===== config.mk =====
export PLATFORM = sky130hd
export DESIGN_NAME = hex_to_seg
export DESIGN_NICKNAME = d
export VERILOG_FILES = /design/src/rtl/hex_to_seg_pkg.sv /design/src/rtl/hex_to_seg_lut.sv /design/src/rtl/hex_to_seg.sv
export SDC_FILE = /design/constraint.sdc
export NUM_CORES = 1
export LEC_CHECK = 0
export CAP_MARGIN = 20
export CORE_AREA = 2 2 39 41
export CTS_CLUSTER_DIAMETER = 100
export DETAILED_ROUTE_END_ITERATION = 16
export DIE_AREA = 0 0 41 43
export PLACE_DENSITY_LB_ADDON = 0.1
export SLEW_MARGIN = 10
export SYNTH_ARGS = -nofsm -noshare
export SYNTH_HDL_FRONTEND = slang
export SYNTH_HIERARCHICAL = 1
export SYNTH_SLANG_ARGS = --single-unit

===== constraint.sdc =====
create_clock -name clk -period 3.3 [get_ports clk]
set_clock_uncertainty 0.05 [all_clocks]
set_input_delay 0.495 -clock clk [delete_from_list [all_inputs] [get_ports clk]]
set_output_delay 0.495 -clock clk [all_outputs]
set_load 0.005 [all_outputs]

===== src/rtl/hex_to_seg_pkg.sv =====
// hex_to_seg_pkg
//   Shared constants for the hexadecimal seven-segment decoder.
//   All patterns here are active-high (1 = segment lit). The top applies
//   the board polarity once, at its output register.
//   Contents:
//     SEG_A..SEG_G    bit index of each segment inside a 7-bit pattern
//     SEG_TABLE       16-entry active-high glyph table, index = nibble
//     SEG_ALL_OFF     every segment dark
//     SEG_ALL_ON      every segment lit
//     seg_drive()     converts an active-high pattern to the pin level
package hex_to_seg_pkg;

  localparam int SEG_A = 0;
  localparam int SEG_B = 1;
  localparam int SEG_C = 2;
  localparam int SEG_D = 3;
  localparam int SEG_E = 4;
  localparam int SEG_F = 5;
  localparam int SEG_G = 6;

  localparam logic [6:0] SEG_ALL_OFF = 7'h00;
  localparam logic [6:0] SEG_ALL_ON  = 7'((1 << SEG_A) | (1 << SEG_B) | (1 << SEG_C) |
                                         (1 << SEG_D) | (1 << SEG_E) | (1 << SEG_F) |
                                         (1 << SEG_G));

  // Glyphs in gfedcba order: 0-9, A, b, C, d, E, F.
  localparam logic [6:0] SEG_TABLE [16] = '{
    7'h3F, 7'h06, 7'h5B, 7'h4F, 7'h66, 7'h6D, 7'h7D, 7'h07,
    7'h7F, 7'h6F, 7'h77, 7'h7C, 7'h39, 7'h5E, 7'h79, 7'h71
  };

  function automatic logic [6:0] seg_drive(input logic [6:0] pattern, input bit active_low);
    return active_low ? ~pattern : pattern;
  endfunction

endpackage


===== src/rtl/hex_to_seg_lut.sv =====
// hex_to_seg_lut
//   Combinational nibble-to-glyph lookup, active-high output.
//   Ports:
//     nibble   in   4  hex value 0x0..0xF
//     pattern  out  7  active-high segment pattern, bit0=a .. bit6=g
//   A nibble that matches no code (X/Z bits in simulation) yields the
//   all-off pattern instead of propagating unknowns to the display.
module hex_to_seg_lut
  import hex_to_seg_pkg::*;
(
  input  logic [3:0] nibble,
  output logic [6:0] pattern
);

  always_comb begin
    pattern = SEG_ALL_OFF;
    for (int i = 0; i < 16; i++) begin
      if (nibble == 4'(i)) pattern = SEG_TABLE[i];
    end
  end

endmodule


===== src/rtl/hex_to_seg.sv =====
// hex_to_seg
//   Registered hexadecimal-to-seven-segment decoder for one display digit.
//   One cycle of latency from nibble/blank to hex; a new value every cycle.
//   Parameters:
//     ACTIVE_LOW  1: lit segment drives 0 (board HEX digits); 0: lit drives 1
//   Ports:
//     clk        in   1  system clock, rising edge
//     rst        in   1  synchronous active-high reset, forces all segments off
//     nibble     in   4  hex value to display
//     blank      in   1  turns all segments off on the next edge
//     lamp_test  in   1  only with HEX_TO_SEG_LAMP_TEST_EN; lights every segment
//     hex        out  7  registered segment drive, bit0=a .. bit6=g
//   Priority per edge: rst, lamp_test, blank, decode.
//   Build option: define HEX_TO_SEG_LAMP_TEST_EN to add the lamp_test port.
module hex_to_seg
  import hex_to_seg_pkg::*;
#(
  parameter bit ACTIVE_LOW = 1'b1
) (
  input  logic       clk,
  input  logic       rst,
  input  logic [3:0] nibble,
  input  logic       blank,
`ifdef HEX_TO_SEG_LAMP_TEST_EN
  input  logic       lamp_test,
`endif
  output logic [6:0] hex
);

  logic [6:0] glyph;
  logic [6:0] next_pattern;

  hex_to_seg_lut u_lut (
    .nibble  (nibble),
    .pattern (glyph)
  );

  // Everything up to the register stays active-high.
  always_comb begin
    next_pattern = glyph;
`ifdef HEX_TO_SEG_LAMP_TEST_EN
    if (lamp_test)  next_pattern = SEG_ALL_ON;
    else if (blank) next_pattern = SEG_ALL_OFF;
`else
    if (blank)      next_pattern = SEG_ALL_OFF;
`endif
  end

  always_ff @(posedge clk) begin
    if (rst) hex <= seg_drive(SEG_ALL_OFF, ACTIVE_LOW);
    else     hex <= seg_drive(next_pattern, ACTIVE_LOW);
  end

endmodule


==> impl_metrics.prom, run 1 <==
# TYPE chip_impl_metric gauge
chip_impl_info{name="most_common_library_cell_in_the_layout_ignoring_fill_and_taps",value="sky130_fd_sc_hd__clkdlybuf4s50_1"} 1
chip_impl_metric{name="die_y",unit="um"} 43
chip_impl_metric{name="worst-endpoint-required",unit="ns"} 3.38
chip_impl_info{name="path_delay_family",value="buffers and inverters"} 1
chip_impl_metric{name="critPathMaxStageDelay",unit="ns"} 0.66
chip_impl_info{name="worst_path_max_delay_cell",value="sky130_fd_sc_hd__clkdlybuf4s50_1"} 1
chip_impl_metric{name="vias",unit=""} 377
chip_impl_metric{name="global_route.overflow_total",unit=""} 0
chip_impl_metric{name="first_global_vias",unit=""} 306
chip_impl_metric{name="synth.yosys.warnings",unit=""} 6
chip_impl_metric{name="post_synth_fa_ha_maj_area_fraction",unit=""} 0.0270
chip_impl_info{name="ctsRootBufferMaster",value="sky130_fd_sc_hd__clkbuf_4"} 1
chip_impl_metric{name="postRouteAntennaNets",unit=""} 0
chip_impl_metric{name="maxSlewHeadroom",unit=""} 0.764
chip_impl_metric{name="synth_fp_nets",unit=""} 56
chip_impl_info{name="timing.critical_path.cells",value="clkdlybuf4s50_1 -> and2b_1 -> a221oi_2 -> or3b_1"} 1
chip_impl_metric{name="intPower",unit="uW"} 163
chip_impl_metric{name="post-place-cells",unit=""} 76
chip_impl_metric{name="place_congestion",unit=""} 0.739
chip_impl_metric{name="route.detailed.drc",unit=""} 0
chip_impl_metric{name="place.port_buffers",unit=""} 13
chip_impl_metric{name="sw_frac_of_total",unit=""} 0.236
chip_impl_metric{name="synthXorXnorAreaFrac",unit=""} 0
chip_impl_metric{name="syn_area_per_cell",unit="um2"} 8.50
chip_impl_metric{name="vias_per_cell",unit=""} 4.71
chip_impl_info{name="rsz0062_at_grt",value="false"} 1
chip_impl_metric{name="final.min_clock_period",unit="ns"} 1.94
chip_impl_metric{name="post_drt_wl_per_cell",unit="um"} 9.48
chip_impl_metric{name="cp_bufs_invs",unit=""} 1
chip_impl_metric{name="post-cts-setup-buffers",unit=""} 0
chip_impl_metric{name="rows",unit=""} 14
chip_impl_metric{name="antenna-diode-count",unit=""} 0
chip_impl_metric{name="synth_top_area_share",unit=""} 0.336
chip_impl_metric{name="die_w",unit="um"} 41
chip_impl_info{name="yosysTopAreaCell",value="sky130_fd_sc_hd__dfxtp_1"} 1
chip_impl_metric{name="max_clock_freq",unit="MHz"} 516
chip_impl_metric{name="critical_path_peak_fanout",unit=""} 10
chip_impl_metric{name="cts-buffers-inserted",unit=""} 3
chip_impl_metric{name="floorplan.initialDensity",unit=""} 0.301
chip_impl_metric{name="cts_num_sinks",unit=""} 7
chip_impl_metric{name="post_synth_instance_area",unit="um2"} 417
chip_impl_metric{name="post_route_cells_drive_above_1_share",unit=""} 0.141
chip_impl_metric{name="p_sw",unit="uW"} 50.2
chip_impl_metric{name="setup-tns-final",unit="ns"} 0
chip_impl_metric{name="power.share.sequential",unit=""} 0.427
chip_impl_metric{name="finalHoldViolCount",unit=""} 0
chip_impl_metric{name="compound_cell_area_share_of_the_yosys_netlist",unit=""} 0.183
chip_impl_metric{name="post_cts_resized",unit=""} 0
chip_impl_metric{name="power_frac_comb",unit=""} 0.224
chip_impl_metric{name="synth_cell_type_count",unit=""} 22
chip_impl_metric{name="post_cts_hold_buffer_count",unit=""} 0
chip_impl_metric{name="antenna_found_initial",unit=""} 0
chip_impl_metric{name="num_io_pins",unit=""} 14
chip_impl_metric{name="drt_pre_antenna_iters",unit=""} 4
chip_impl_metric{name="cp_arrival",unit="ns"} 2.02
chip_impl_metric{name="largest_register_ff_count",unit=""} 7
chip_impl_metric{name="worst_pin_slew",unit="ns"} 0.353
chip_impl_metric{name="layout_worst_path_cycle_share",unit=""} 0.588
chip_impl_metric{name="leakage_power",unit="nW"} 0.226
chip_impl_metric{name="power.clock.fraction",unit=""} 0.350
chip_impl_info{name="synth_top_family_by_area",value="simple AND/OR/NAND/NOR gates"} 1
chip_impl_info{name="outcome",value="finished clean"} 1
chip_impl_metric{name="final_cells",unit=""} 80
chip_impl_metric{name="cap_viol_max_count",unit=""} 0
chip_impl_metric{name="area_share_of_and_or_nand_nor_cells_after_synthesis",unit=""} 0.366
chip_impl_metric{name="grt_max_degree",unit=""} 13
chip_impl_metric{name="clkSlewWorstSetupHoldPaths",unit="ns"} 0.05
chip_impl_metric{name="die_area",unit="um2"} 1760
chip_impl_metric{name="setup-violations-final",unit=""} 0
chip_impl_info{name="layout_common_cells",value="sky130_fd_sc_hd__clkdlybuf4s50_1 (13), sky130_fd_sc_hd__or3b_1 (7), sky130_fd_sc_hd__dfxtp_1 (7), sky130_fd_sc_hd__nand2_1 (5)"} 1
chip_impl_metric{name="detail_route.iter0.violations",unit=""} 5
chip_impl_metric{name="syn_to_final_growth",unit="%"} 36.3
chip_impl_info{name="cp-end-kind",value="flop"} 1
chip_impl_metric{name="seq_area_frac_synth",unit=""} 0.336
chip_impl_metric{name="irDropWorstVdd",unit="uV"} 83.8
chip_impl_metric{name="synthesis.instances",unit=""} 49
chip_impl_metric{name="cts_buffer_depth",unit=""} 2
chip_impl_info{name="critical_path.startpoint_type",value="input pin"} 1
chip_impl_metric{name="core_area",unit="um2"} 1380
chip_impl_info{name="cts_tree",value="done"} 1
chip_impl_info{name="max_flop_register",value="hex"} 1
chip_impl_info{name="reg.largest.list",value="hex (7)"} 1
chip_impl_metric{name="layout.nets",unit=""} 72
chip_impl_metric{name="wire_length_of_the_first_global_routing_pass",unit="mm"} 1.17
chip_impl_info{name="worst-setup-path-type",value="input pin to flop"} 1
chip_impl_metric{name="global_route.usage.total",unit=""} 0.101
chip_impl_info{name="netlist_top_cells_area",value="sky130_fd_sc_hd__dfxtp_1 (34%), sky130_fd_sc_hd__or3b_1 (15%), sky130_fd_sc_hd__a21oi_1 (4.8%)"} 1
chip_impl_metric{name="powerDensity",unit="nW/um2"} 375
chip_impl_metric{name="totalWireLength",unit="um"} 758
chip_impl_metric{name="clock_tree.htree_level_count",unit=""} 1
chip_impl_info{name="worst_hold_path_type",value="input pin to flop"} 1
chip_impl_metric{name="postSynthRegisterBits",unit=""} 7
chip_impl_metric{name="yosys-mux-area-fraction",unit=""} 0
chip_impl_metric{name="report.final.slew_viol_count",unit=""} 0
==> worst paths after layout <==
| path | from | endpoint | slack (ns) | cells past startpoint |
|---|---|---|---|---|
| hold / removal | blank | hex[1] | 0.90 | 2 |
| setup / recovery | nibble[1] | hex[1] | 1.36 | 4 |
==> area by class of cell <==
cell class | instances | area, um2
clock buffer | 4 | 26.3
fill | 151 | 816
inverter | 3 | 11.3
multi-input combinational | 37 | 240
sequential | 7 | 140
tap | 16 | 20.0
timing repair buffer | 13 | 130
==> cells by family (layout without fill, tap and decap cells) <==
logic type | after synthesis | count (layout)
simple gates | 25 | 25
compound gates | 11 | 11
flops | 7 | 7
buf+inv | 5 | 20
fa+ha+maj | 1 | 1
==> power by group through the flow <==
stage,combinational [mW],sequential (mW),clock (mW)
after floorplan,0.0261,0.0934,0
after global placement,0.0483,0.0925,0
after detailed placement,0.0476,0.0925,0
after CTS,0.0477,0.0908,0.0787
after global routing,0.0530,0.0912,0.0809
final,0.0476,0.0908,0.0745
==> cells in the mapped netlist <==
cell	n
sky130_fd_sc_hd__dfxtp_1	7
sky130_fd_sc_hd__or3b_1	7
sky130_fd_sc_hd__nand2_1	5
sky130_fd_sc_hd__a21oi_1	4
sky130_fd_sc_hd__nor2_1	4
sky130_fd_sc_hd__inv_2	2
sky130_fd_sc_hd__nand2b_1	2
sky130_fd_sc_hd__nor3_1	2
sky130_fd_sc_hd__o22ai_1	2
sky130_fd_sc_hd__or2_1	2
sky130_fd_sc_hd__a221oi_2	1
sky130_fd_sc_hd__a22oi_2	1
sky130_fd_sc_hd__a31oi_1	1
sky130_fd_sc_hd__and2b_1	1
sky130_fd_sc_hd__buf_12	1
sky130_fd_sc_hd__buf_2	1
sky130_fd_sc_hd__inv_1	1
sky130_fd_sc_hd__maj3_2	1
sky130_fd_sc_hd__nand2b_2	1
sky130_fd_sc_hd__o21ai_0	1
sky130_fd_sc_hd__o21ai_1	1
sky130_fd_sc_hd__or3_1	1
==> layer usage <==
metal,wire length [um],up-vias,GRT usage,part of all wire
met3,68,2,0.0157,0.090
li1,-,204,-,-
met2,349,16,0.153,0.46
met1,324,155,0.106,0.43
met5,0,-,0,0
met4,16,0,0.100,0.021
==> stage by stage <==
stage          total power, mW  utilization  hold WS [ns]  instance area [um2]  worst slack (ns)
2_1_floorplan            0.120            -         0.548                  417              1.69
3_3_place_gp             0.141        0.392          1.15                  542              1.14
3_5_place_dp             0.140        0.392          1.14                  542              1.12
4_1_cts                  0.217        0.410         0.908                  568              1.39
5_1_grt                  0.225        0.410         0.925                  568              1.31
6_report                 0.213        0.410         0.905                  568              1.36
(Power assumes the default switching activity.)
==> inputs of run 2 (changes only) <==
Clock period 3.3 ns to 1.7 ns, I/O delays scaled along.
==> run 2 against run 1 <==
  * Combinational power grew 120%
  * Die area unchanged
  * Critical path depth is 1 higher
  * Non-clock buffer count grew 8
  * Largest cell class unchanged
  * Largest power group unchanged
  * Sequential power rose by 94%
  * Hold slack got worse by 0.31 ns
  * Critical path type unchanged
  * Sequential cell count did not move
  * Cell count grew 10%
  * Routed wire length is 9.1% higher
  * First-iteration DRC count fell by 40%
==> impl_metrics.prom, run 2 (synthesis results as in run 1) <==
# TYPE chip_impl_metric gauge
chip_impl_info{name="cp-end-kind",value="flop"} 1
chip_impl_metric{name="final.min_clock_period",unit="ns"} 1.57
chip_impl_metric{name="num_io_pins",unit=""} 14
chip_impl_metric{name="antenna_found_initial",unit=""} 0
chip_impl_metric{name="core_area",unit="um2"} 1380
chip_impl_metric{name="cts_buffer_depth",unit=""} 2
chip_impl_metric{name="place.port_buffers",unit=""} 13
chip_impl_metric{name="post-place-cells",unit=""} 84
chip_impl_metric{name="global_route.overflow_total",unit=""} 0
chip_impl_info{name="hold_path_origin",value="nibble[0]"} 1
chip_impl_metric{name="drt_pre_antenna_iters",unit=""} 2
chip_impl_info{name="outcome",value="finished clean"} 1
chip_impl_info{name="ctsRootBufferMaster",value="sky130_fd_sc_hd__clkbuf_4"} 1
chip_impl_metric{name="route.detailed.drc",unit=""} 0
chip_impl_metric{name="intPower",unit="uW"} 327
chip_impl_metric{name="clkSlewWorstSetupHoldPaths",unit="ns"} 0.05
chip_impl_metric{name="report.final.slew_viol_count",unit=""} 0
chip_impl_metric{name="dpl.hpwl",unit="um"} 681
chip_impl_metric{name="layout_worst_path_cycle_share",unit=""} 0.925
chip_impl_metric{name="largest_register_ff_count",unit=""} 7
chip_impl_metric{name="finalPower",unit="uW"} 428
chip_impl_metric{name="die_w",unit="um"} 41
chip_impl_info{name="worst_hold_path_type",value="input pin to flop"} 1
chip_impl_metric{name="first_global_vias",unit=""} 351
chip_impl_metric{name="layout.nets",unit=""} 80
chip_impl_metric{name="max_clock_freq",unit="MHz"} 636
chip_impl_metric{name="finalHoldViolCount",unit=""} 0
chip_impl_info{name="layout_common_cells",value="sky130_fd_sc_hd__clkdlybuf4s50_1 (12), sky130_fd_sc_hd__buf_4 (8), sky130_fd_sc_hd__or3b_1 (7), sky130_fd_sc_hd__dfxtp_1 (7), sky130_fd_sc_hd__nand2_1 (5)"} 1
chip_impl_metric{name="fin_hold_ws",unit="ns"} 0.591
chip_impl_metric{name="sw_frac_of_total",unit=""} 0.236
chip_impl_metric{name="antenna-diode-count",unit=""} 0
chip_impl_metric{name="power.clock.fraction",unit=""} 0.340
chip_impl_metric{name="worst-endpoint-required",unit="ns"} 1.78
chip_impl_metric{name="totalWireLength",unit="um"} 827
chip_impl_metric{name="wire_length_of_the_first_global_routing_pass",unit="mm"} 1.37
chip_impl_metric{name="post_drt_wl_per_cell",unit="um"} 9.40
chip_impl_metric{name="setup-tns-final",unit="ns"} 0
chip_impl_metric{name="vias",unit=""} 390
chip_impl_metric{name="global_route.usage.total",unit=""} 0.110
chip_impl_metric{name="critical_path_peak_fanout",unit=""} 6
chip_impl_info{name="max_flop_register",value="hex"} 1
chip_impl_metric{name="power.share.sequential",unit=""} 0.412
chip_impl_info{name="worst-setup-path-type",value="input pin to flop"} 1
chip_impl_metric{name="irDropWorstVdd",unit="uV"} 183
chip_impl_metric{name="die_y",unit="um"} 43
chip_impl_metric{name="postLayoutSetupSlackWorst",unit="ns"} 0.128
chip_impl_metric{name="cts_num_sinks",unit=""} 7
chip_impl_metric{name="worst_pin_slew",unit="ns"} 0.291
chip_impl_info{name="rsz0062_at_grt",value="false"} 1
chip_impl_metric{name="post_route_cells_drive_above_1_share",unit=""} 0.236
chip_impl_metric{name="cts-buffers-inserted",unit=""} 3
chip_impl_metric{name="place_congestion",unit=""} 0.731
chip_impl_info{name="cts_tree",value="done"} 1
chip_impl_metric{name="rows",unit=""} 14
chip_impl_metric{name="post-cts-setup-buffers",unit=""} 0
chip_impl_metric{name="cp_arrival",unit="ns"} 1.65
chip_impl_metric{name="power_frac_comb",unit=""} 0.248
chip_impl_metric{name="floorplan.initialDensity",unit=""} 0.301
chip_impl_metric{name="dp_slack",unit="ns"} -0.158
chip_impl_metric{name="maxSlewHeadroom",unit=""} 0.806
chip_impl_metric{name="die_area",unit="um2"} 1760
chip_impl_metric{name="cap_viol_max_count",unit=""} 0
chip_impl_metric{name="postRouteAntennaNets",unit=""} 0
chip_impl_metric{name="clock_tree.htree_level_count",unit=""} 1
chip_impl_info{name="most_common_library_cell_in_the_layout_ignoring_fill_and_taps",value="sky130_fd_sc_hd__clkdlybuf4s50_1"} 1
chip_impl_info{name="cp-startpoint",value="nibble[2]"} 1
chip_impl_metric{name="powerDensity",unit="nW/um2"} 679
chip_impl_info{name="reg.largest.list",value="hex (7)"} 1
chip_impl_metric{name="detail_route.iter0.violations",unit=""} 3
chip_impl_metric{name="syn_to_final_growth",unit="%"} 51.4
chip_impl_metric{name="leakage_power",unit="nW"} 0.274
chip_impl_metric{name="p_sw",unit="uW"} 101
chip_impl_metric{name="setup-violations-final",unit=""} 0
chip_impl_metric{name="post_cts_hold_buffer_count",unit=""} 0
chip_impl_metric{name="grt_max_degree",unit=""} 11
chip_impl_metric{name="vias_per_cell",unit=""} 4.43
chip_impl_info{name="critical_path.startpoint_type",value="input pin"} 1
chip_impl_metric{name="final_cells",unit=""} 88
-- run 2: routing by layer --
layer / track usage / up-vias / share of wire
li1: - / 215 / -
met1: 0.141 / 159 / 0.45
met2: 0.159 / 16 / 0.48
met3: 0.0157 / 0 / 0.067
met4: 0.0800 / 0 / 0
met5: 0 / - / 0
-- run 2: worst paths after layout --
path	endpoint	slack, ns	cells past startpoint
hold / removal	hex[3]	0.59	5
setup / recovery	hex[5]	0.13	5
-- run 2: power groups by stage --
| stage | clock network (mW) | logic [mW] | registers [mW] |
|---|---|---|---|
| 4_1_cts | 0.153 | 0.107 | 0.176 |
| 5_1_grt | 0.163 | 0.119 | 0.177 |
| 2_1_floorplan | 0 | 0.0507 | 0.181 |
| 6_report | 0.146 | 0.106 | 0.176 |
| 3_3_place_gp | 0 | 0.108 | 0.179 |
| 3_5_place_dp | 0 | 0.107 | 0.180 |
-- run 2: layout make-up --
cell class	count	area, um2
Fill cell	157	753
Tap cell	16	20.0
Multi-Input combinational cell	37	240
Timing Repair Buffer	21	193
Sequential cell	7	140
Clock buffer	4	26.3
Inverter	3	11.3
-- run 2: timing repair --
item | in CTS | in global routing
resized for setup | 0 | 1
hold endpoints to repair | 0 | 0
setup endpoints to repair | 0 | 1
-- run 2: critical path, stage by stage --
cell,delay (ns)
sky130_fd_sc_hd__clkdlybuf4s50_1,0.57
sky130_fd_sc_hd__inv_2,0.06
sky130_fd_sc_hd__maj3_2,0.31
sky130_fd_sc_hd__a22oi_2,0.11
sky130_fd_sc_hd__or3b_1,0.34
-- run 2: per-stage QoR --
stage	cell area, um2	util
6_report	631	0.456
5_1_grt	631	0.456
4_1_cts	628	0.454
3_5_place_dp	602	0.435
3_3_place_gp	602	0.435
2_1_floorplan	417	-
